**config.mk**
```make
export PLATFORM = sky130hd
export DESIGN_NAME = gray_sync_nd
export DESIGN_NICKNAME = d
export VERILOG_FILES = /design/src/rtl/gray_sync_nd.sv
export SDC_FILE = /design/constraint.sdc
export NUM_CORES = 1
export LEC_CHECK = 0
export CELL_PAD_IN_SITES_DETAIL_PLACEMENT = 2
export CELL_PAD_IN_SITES_GLOBAL_PLACEMENT = 2
export CORE_ASPECT_RATIO = 0.75
export CORE_MARGIN = 10
export CORE_UTILIZATION = 30
export CTS_BUF_LIST = sky130_fd_sc_hd__clkbuf_4 sky130_fd_sc_hd__clkbuf_8
export CTS_CLUSTER_SIZE = 28
export DETAILED_ROUTE_END_ITERATION = 10
export PLACE_DENSITY = 0.82
export SYNTH_ARGS = -nofsm -noshare
export SYNTH_HDL_FRONTEND = slang
export SYNTH_SLANG_ARGS = --single-unit
export TNS_END_PERCENT = 50
```
**constraint.sdc**
```tcl
create_clock -name des_clk -period 2.3 [get_ports des_clk]
set_input_delay 0.46 -clock des_clk [delete_from_list [all_inputs] [get_ports des_clk]]
set_output_delay 0.46 -clock des_clk [all_outputs]
set_load 0.02 [all_outputs]
```
**src/rtl/gray_sync_nd.sv**
```systemverilog
// rtl/gray_sync_nd.sv - N-stage gray pointer synchroniser with binary decode, update strobe and integrity monitor
module gray_sync_nd #(
    parameter int ADDRSIZE    = 4,
    parameter int SYNC_STAGES = 2,
    parameter int ERRCNT_W    = 8
) (
    input  logic                des_clk,
    input  logic                des_rst_n,
    input  logic [ADDRSIZE:0]   i_ptr,
    input  logic                i_err_clr,
    output logic [ADDRSIZE:0]   o_ptr,
    output logic [ADDRSIZE:0]   o_bin,
    output logic                o_update,
    output logic                o_err,
    output logic [ERRCNT_W-1:0] o_err_cnt
);
    localparam int PW = ADDRSIZE + 1;
    localparam int CW = $clog2(PW + 1);
    localparam logic [ERRCNT_W-1:0] CNT_MAX = '1;

    generate
        if (SYNC_STAGES < 2 || SYNC_STAGES > 4) begin : g_bad_stages
            $error("gray_sync_nd: SYNC_STAGES must be in 2..4");
        end
    endgenerate

    logic [PW-1:0]       r_sync [SYNC_STAGES];
    logic [PW-1:0]       r_prev;
    logic [PW-1:0]       r_bin;
    logic                r_update;
    logic                r_err;
    logic [ERRCNT_W-1:0] r_err_cnt;

    logic [PW-1:0]       w_diff;
    logic [CW-1:0]       w_popcnt;
    logic                w_err_evt;
    logic [PW-1:0]       w_bin;

    always_ff @(posedge des_clk or negedge des_rst_n) begin
        if (!des_rst_n) begin
            for (int k = 0; k < SYNC_STAGES; k++) begin
                r_sync[k] <= '0;
            end
        end else begin
            r_sync[0] <= i_ptr;
            for (int k = 1; k < SYNC_STAGES; k++) begin
                r_sync[k] <= r_sync[k-1];
            end
        end
    end

    // o_ptr leaves straight from the last flop so the consumer sees no glitching logic
    assign o_ptr = r_sync[SYNC_STAGES-1];

    always_comb begin
        w_diff   = o_ptr ^ r_prev;
        w_popcnt = '0;
        for (int i = 0; i < PW; i++) begin
            w_popcnt = w_popcnt + CW'(w_diff[i]);
        end
        w_err_evt = (w_popcnt > CW'(1));
        w_bin     = '0;
        for (int i = 0; i < PW; i++) begin
            w_bin[i] = ^(o_ptr >> i);
        end
    end

    always_ff @(posedge des_clk or negedge des_rst_n) begin
        if (!des_rst_n) begin
            r_prev    <= '0;
            r_bin     <= '0;
            r_update  <= 1'b0;
            r_err     <= 1'b0;
            r_err_cnt <= '0;
        end else begin
            r_prev   <= o_ptr;
            r_bin    <= w_bin;
            r_update <= (o_ptr != r_prev);
            // An event in the clear cycle wins: the counter restarts and then counts it
            if (w_err_evt) begin
                r_err <= 1'b1;
                if (i_err_clr) begin
                    r_err_cnt <= ERRCNT_W'(1);
                end else if (r_err_cnt != CNT_MAX) begin
                    r_err_cnt <= r_err_cnt + ERRCNT_W'(1);
                end
            end else if (i_err_clr) begin
                r_err     <= 1'b0;
                r_err_cnt <= '0;
            end
        end
    end

    assign o_bin     = r_bin;
    assign o_update  = r_update;
    assign o_err     = r_err;
    assign o_err_cnt = r_err_cnt;
endmodule

```
* Word level (Yosys, flattened, before mapping) *
Cells that the tools add are included.

cells by class
  eq/ne operators = 2
  muxes and demuxes = 6
  reduce and logical (&&, ||, !) cells = 8
  bitwise logic cells = 1
  add/sub/neg operators = 5
  $lt $le $gt $ge = 1

operator list
  cell                                                                   number
  8-bit two-way mux                                                      4
  5-bit parity                                                           5
  8-bit by 1-bit adder with 8-bit output (second input constant)         1
  8-bit inequality test (second input constant)                          1
  3-bit by 1-bit adder with 3-bit output                                 2
  5-bit inequality test                                                  1
  5-bit XOR                                                              1
  2-bit nonzero test                                                     2
  2-bit by 1-bit adder with 3-bit output                                 1
  3-bit by 1-bit > comparator with 1-bit output (second input constant)  1
  1-bit by 1-bit adder with 2-bit output                                 1
  1-bit two-way mux                                                      2
  2-bit AND reduction                                                    1

storage, ports and cells
  output and inout bits = 20
  logic and storage cells = 30
  flip-flop bits (word level) = 30

* Logic depth before layout (Yosys ltp) *
Gate-level depths: netlist (run 1).

  depth after elaboration = 8
  depth in mapped cells = 7
  gate-level depth less buffers = 7

* Worst setup path before layout (run 1) *
Ideal clock, no wire load.

  path type = register to register
  start point = register r_sync (netlist bit o_ptr[0])
  end point = register r_err_cnt[5], in the netlist o_err_cnt[5]
  period minus slack after synthesis = 2.323 ns
  data required time = 2.175 ns
  path buffers = 0
  slack = -0.023 ns
  setup time = 0.125 ns
  arrival = 2.199 ns
  cell stages (with the launch flop) = 8
  cells stage by stage = dfrtp_1 -> xnor2_1 -> inv_1 -> fa_1 -> ha_1 -> a211oi_2 -> nor4_1 -> mux2_2

on the way
  word-level cells in the longest chain between the ends = 8

RTL lines
  item                                                   RTL line  RTL
  start: declaration                                     27        logic [PW-1:0] r_sync [SYNC_STAGES];
  start signal: indexed assignment                       47        r_sync[k] <= r_sync[k-1];
  5-bit XOR *                                            56        w_diff = o_ptr ^ r_prev;
  1-bit by 1-bit adder with 2-bit output *               59        w_popcnt = w_popcnt + CW'(w_diff[i]);
  2-bit by 1-bit adder with 3-bit output *               59
  3-bit by 1-bit adder with 3-bit output * (2 in a row)  59
  3-bit by 1-bit > comparator with 1-bit output *        61        w_err_evt = (w_popcnt > CW'(1));
  2-bit nonzero test (no source line)                    -
  2-bit AND reduction (no source line)                   -
  end signal: assignment                                 85        r_err_cnt <= r_err_cnt + ERRCNT_W'(1);
  end: declaration                                       32        logic [ERRCNT_W-1:0] r_err_cnt;

Every way passes the cells marked *; elsewhere a longest branch is shown, timed or not.
A chain may end at the register's enable or synchronous reset.

* Final worst setup path (run 1) *
  start point = register r_sync (netlist bit o_ptr[0])
  end point = register r_err_cnt[2], in the netlist o_err_cnt[2]

The elaborated chain is that of the path after synthesis.

==> results of run 1 <==
## synthesized netlist by cell type (all sizes together), types with 2 or more instances
cell,number
xnor2,3
nand2,5
nor3,2
xor2,6
inv,7
ha,3
dfrtp,29
a21oi,5
or3,2
or4,2
nand3,2
nor2,5
buf,6
a311oi,2
## layer usage
metal  routed length, µm  share of wire  GRT usage
met1                1350           0.41      0.105
met2                1630           0.49      0.164
met3                 215          0.065     0.0437
met4                 100          0.030     0.0751
met5                   0              0          0
## power groups by stage
stage | combinational, mW | clock, mW | sequential, mW
after floorplan | 0.139 | 0 | 0.657
after global placement | 0.339 | 0 | 0.614
after detailed placement | 0.356 | 0 | 0.621
after CTS | 0.389 | 0.432 | 0.613
after global routing | 0.452 | 0.462 | 0.623
final | 0.415 | 0.417 | 0.614
## how the worst min path moves through the flow
stage,startpoint,endpoint,slack [ns],cells after the start
global placement,r_sync[7],o_ptr[2],0.33,0
finish,r_sync[8],o_ptr[3],0.35,0
detailed placement,r_sync[5],o_ptr[0],0.34,0
global route,r_sync[8],o_ptr[3],0.37,0
floorplan,des_rst_n,o_bin[0],0.16,0
CTS,r_sync[8],o_ptr[3],0.36,0
## sequential cells by signal, summed over array words and instances (netlist names)
| name | count |
|---|---|
| o_ptr | 5 |
| o_err_cnt | 8 |
| o_bin | 5 |
| o_update | 1 |
| r_sync | 5 |
| r_prev | 4 |
| o_err | 1 |
## layout make-up
cell class | instances | share of cell area
Clock inverter | 2 | 0.00587
Timing Repair Buffer | 36 | 0.200
Tap cell | 52 | 0.0381
Sequential cell | 29 | 0.425
Multi-Input combinational cell | 53 | 0.271
Inverter | 7 | 0.0154
Clock buffer | 6 | 0.0447
## metrics by stage
stage                util  std cells  setup TNS, ns  worst slack, ns  hold WS, ns
floorplan               -         96              0          0.00737        0.164
global placement    0.407        174       -0.00873         -0.00873        0.333
detailed placement  0.407        174         -0.323           -0.102        0.343
CTS                 0.443        183              0          0.00508        0.359
global route        0.454        185         -0.299          -0.0695        0.367
finish              0.454        185              0           0.0409        0.353
## logic make-up (layout without fill, tap and decap cells)
group,count (synthesis),in the layout
flops,29,29
compound gates,14,14
buf+inv,14,51
mux,2,2
simple gates,24,24
fa+ha+maj,4,4
xor+xnor,9,9
## timing repair
item,in CTS,in global routing
endpoints found under the setup margin,6,6
gates resized for setup,5,7
buffers inserted,1,2
pin swaps,4,5
hold endpoints to repair,0,0
==> flow_metrics.env, run 1 <==
export IMPL_ys_async_sr_fraction=1.00
export IMPL_slowest_delay_ns=0.49
export IMPL_fp_dieH_um=74.7
export IMPL_r2r_end="o_err_cnt[2]"
export IMPL_crit_buf_inv=1
export IMPL_period_share=0.982
export IMPL_ys_seq_area_frac=0.606
export IMPL_timing_rr_start="o_ptr[0]"
export IMPL_dr_first_iter_drc_count=21
export IMPL_grt_pass1_vias=1023
export IMPL_p_per_area_nw_per_um2=848
export IMPL_yosys_area_share_xor_xnor=0.0721
export IMPL_synth_cell_area_um2=1200
export IMPL_grt_overflow_total=0
export IMPL_fp_row_count=19
export IMPL_critical_path_max_fanout=5
export IMPL_max_freq_mhz=443
export IMPL_setup_violations=0
export IMPL_critical_path_arrival_ns=2.47
export IMPL_grt_pass1_wl_mm=5.33
export IMPL_ys_flop_type="dfrtp_1"
export IMPL_endpoint_kind="register"
export IMPL_worst_path_max_delay_cell="or4_1"
export IMPL_synth_seq_cells=29
export IMPL_rr_worst_depth=7
export IMPL_seqCellArea_um2=726
export IMPL_power_frac_comb=0.287
export IMPL_dieArea_um2=6940
export IMPL_required_ns=2.51
export IMPL_synthMuxAreaShare=0.0178
export IMPL_insertion_delay_ns=0.28
export IMPL_firstDrtPassIters=3
export IMPL_tightest_slew_ns=0.448
export IMPL_core_area_um2=3760
export IMPL_crit_end="o_err_cnt[2]"
export IMPL_synth_edff_count=0
export IMPL_cts_num_sinks=29
export IMPL_hold_viol=0
export IMPL_swShare=0.318
export IMPL_place_congestion=0.728
export IMPL_leakage_nw=0.715
export IMPL_clockRootBuffer="clkbuf_8"
export IMPL_syn2layout_area_growth_pct=42.5
export IMPL_p_int_mw=0.986
export IMPL_netlist_top_cells_area="dfrtp_1, buf_4, xor2_1"
export IMPL_p_switching_mw=0.460
export IMPL_start_kind="register"
export IMPL_ctsHoldBuffers=0
export IMPL_yosys_area_top_type="dfrtp_1"
export IMPL_rsz0062_at_grt="yes"
export IMPL_synth_simple_gate_area_frac=0.108
export IMPL_critPathKind="reg2reg"
export IMPL_wl_mm=3.29
export IMPL_fillers=380
export IMPL_hold_class="reg2reg"
export IMPL_drt_vias_per_instance=4.74
export IMPL_numPortBuffers=27
export IMPL_clkTransAtPathRegs_ns=0.07
export IMPL_placed_area_um2=1530
export IMPL_period_needed_ns=2.26
export IMPL_crit_chain="xnor2_2, inv_1, fa_1, ha_4, a211oi_4, or4_1, a21oi_1"
export IMPL_antenna_found_initial=0
export IMPL_synth_fa_ha_area_frac=0.0481
export IMPL_post_route_cell_area_um2=1710
export IMPL_h_tree_depth=2
export IMPL_final_cell_mix="dfrtp_1, clkdlybuf4s50_1, buf_4, inv_1"
export IMPL_wl_per_cell_um=17.8
export IMPL_cts_buffers=5
export IMPL_synth_cell_types=33
export IMPL_io_pins=28
export IMPL_grt_use_total=0.101
export IMPL_drcViolationCount=0
export IMPL_start_util=0.319
export IMPL_synthCells=96
export IMPL_yosysWarnings=0
export IMPL_r2r_slack_ns=0.04
export IMPL_dp_hpwl_mm=2.39
export IMPL_drv_cap=0
export IMPL_synth_top_area_frac=0.606
export IMPL_synth_compound_area_frac=0.0857
export IMPL_skew_ns=0.00737
export IMPL_critPathTopFamily="adder cells"
export IMPL_grt_max_degree=30
export IMPL_drive_gt1_frac=0.241
export IMPL_vias=876
export IMPL_synth_fp_nets=108
export IMPL_synth_top_family_by_area="simple AND/OR/NAND/NOR gates"
export IMPL_ant_nets=0
export IMPL_status="complete, no violations"
export IMPL_tritoncts="built"
export IMPL_fin_nets=144
export IMPL_diodes=0
export IMPL_clk_path_buf_depth=2
export IMPL_p_seq_frac=0.425
export IMPL_final_common_cell="dfrtp_1"
export IMPL_maxSlewViolCount=0
export IMPL_slew_headroom=0.700
export IMPL_syn_avg_cell_area_um2=12.5
export IMPL_pwr_share_clk=0.288
export IMPL_startpoint="o_ptr[0]"
export IMPL_finalPower_mw=1.45
export IMPL_cp_depth=7
export IMPL_dieWidth_um=93.0
export IMPL_ir_drop_uv=468
export IMPL_multiInputGateArea_um2=462
(Power assumes the default switching activity.)
==> inputs of run 2 (changes only) <==
clock period = 1.9 ns   (was 2.3 ns; I/O delays follow)
==> run 2 against run 1 <==
Net effect:
- the flow now finishes with violations (setup timing)
- first-iteration DRC count increased by 19%
- critical path depth grew 1
- sequential share of layout area shrank 2.9 points
- clock-buffer cell count shrank 1
- total power grew 44%
- maximum frequency is 5.9% lower
- worst setup slack got worse by 0.54 ns
- clock power up 87%
- design area increased by 7.2%
==> flow_metrics.env, run 2 (synthesis gave the netlist of run 1 again) <==
export IMPL_status="finished with violations"
export IMPL_violations="setup timing"
export IMPL_slew_headroom=0.653
export IMPL_maxSlewViolCount=0
export IMPL_setup_violations=9
export IMPL_fin_nets=148
export IMPL_dieArea_um2=6940
export IMPL_antenna_found_initial=0
export IMPL_insertion_delay_ns=0.29
export IMPL_p_seq_frac=0.354
export IMPL_fp_dieH_um=74.7
export IMPL_tritoncts="built"
export IMPL_ant_nets=0
export IMPL_drt_vias_per_instance=4.65
export IMPL_dieWidth_um=93.0
export IMPL_dp_hpwl_mm=2.39
export IMPL_grt_overflow_total=0
export IMPL_finalPower_mw=2.09
export IMPL_drcViolationCount=0
export IMPL_rsz0062_at_grt="yes"
export IMPL_skew_ns=0.00458
export IMPL_cts_buffers=5
export IMPL_hold_ws_ns=0.349
export IMPL_wl_mm=3.62
export IMPL_tightest_slew_ns=0.519
export IMPL_max_freq_mhz=416
export IMPL_period_share=1.26
export IMPL_firstDrtPassIters=6
export IMPL_fin_util=0.487
export IMPL_diodes=0
export IMPL_numPortBuffers=27
export IMPL_period_needed_ns=2.40
export IMPL_grt_pass1_wl_mm=5.48
export IMPL_setup_ws_ns=-0.502
export IMPL_power_frac_comb=0.272
export IMPL_io_pins=28
export IMPL_grt_max_degree=30
export IMPL_final_cell_mix="dfrtp_1, clkdlybuf4s50_1, buf_4, inv_1"
export IMPL_start_kind="register"
export IMPL_p_switching_mw=0.605
export IMPL_place_congestion=0.777
export IMPL_vias=878
export IMPL_p_per_area_nw_per_um2=1140
export IMPL_wl_per_cell_um=19.2
export IMPL_h_tree_depth=2
export IMPL_p_int_mw=1.48
export IMPL_leakage_nw=0.762
export IMPL_critical_path_max_fanout=6
export IMPL_grt_pass1_vias=998
export IMPL_ctsHoldBuffers=0
export IMPL_hold_class="reg2reg"
export IMPL_largest_reg_flops=8
export IMPL_critPathKind="reg2reg"
export IMPL_fp_row_count=19
export IMPL_cts_num_sinks=29
export IMPL_ir_drop_uv=713
export IMPL_endpoint_kind="register"
export IMPL_clkTransAtPathRegs_ns=0.07
export IMPL_drv_cap=0
export IMPL_clk_path_buf_depth=2
export IMPL_final_common_cell="dfrtp_1"
export IMPL_dr_first_iter_drc_count=25
export IMPL_syn2layout_area_growth_pct=52.8
export IMPL_critical_path_arrival_ns=2.62
export IMPL_preCtsSetupSlack_ns=-0.567
export IMPL_grt_use_total=0.104
export IMPL_clockRootBuffer="clkbuf_8"
export IMPL_swShare=0.290
export IMPL_start_util=0.319
export IMPL_pwr_share_clk=0.374
export IMPL_drive_gt1_frac=0.314
export IMPL_core_area_um2=3760
export IMPL_required_ns=2.12
export IMPL_hold_viol=0
-- run 2: changes by cell type in the layout (fill, tap and decap cells not counted), moves of 2 or more --
cell,change
bufinv_16,+2
buf_4,+3
a21oi_1,-4
a21oi_2,+4
-- run 2: through the flow --
step                      setup TNS (ns)  cell area [µm²]  cells
after floorplan                    -2.09             1200     96
after global placement             -2.71             1540    174
after detailed placement           -4.11             1540    174
after CTS                          -3.20             1750    184
after global routing               -4.53             1830    189
final                              -3.80             1830    189
-- run 2: routing by layer --
metal,GRT usage,share of wire,up-vias
met5,0,0,-
met4,0.0512,0.028,0
met3,0.0516,0.053,8
met2,0.165,0.49,21
met1,0.116,0.43,451
li1,-,-,398
-- run 2: critical path, cell delays in order (launching register included) --
cell and delay (ns):
dfrtp_1 0.41, xnor2_2 0.21, inv_2 0.07, fa_2 0.49
ha_4 0.31, a211oi_4 0.07, buf_6 0.15, or4_4 0.48
a21oi_2 0.14
-- run 2: cell type report --
type,count,area (µm²)
fillers,381,1930
flip-flops and latches,29,726
multi-input cells,53,504
repair buffers,40,374
clock buffers,5,68.8
clock inverters,3,65.1
well taps,52,65.1
inverters,7,26.3
-- run 2: repair_timing --
item,4_1_cts,5_1_grt
setup buffers,2,7
pin swaps,2,8
cloned,0,0
gates resized for setup,11,11
setup endpoints to repair,9,9
-- run 2: final timing paths --
kind / cells past startpoint / slack (ns) / start / endpoint
max in group asynchronous: 2 / 1.15 / des_rst_n / o_bin[0]
worst max-delay path: 8 / -0.50 / r_prev[0] / o_err_cnt[2]
worst max register to register: 8 / -0.50 / r_prev[0] / o_err_cnt[2]
worst min register to register: 0 / 0.35 / r_sync[9] / o_ptr[4]
worst min-delay path: 0 / 0.35 / r_sync[9] / o_ptr[4]
min in group asynchronous: 2 / 0.47 / des_rst_n / o_err
-- run 2: power by group through the flow --
stage	Combinational (mW)	Sequential, mW	Clock [mW]
after floorplan	0.182	0.796	0
after global placement	0.419	0.742	0
after detailed placement	0.447	0.746	0
after CTS	0.496	0.737	0.798
after global routing	0.610	0.752	0.824
final	0.567	0.739	0.781
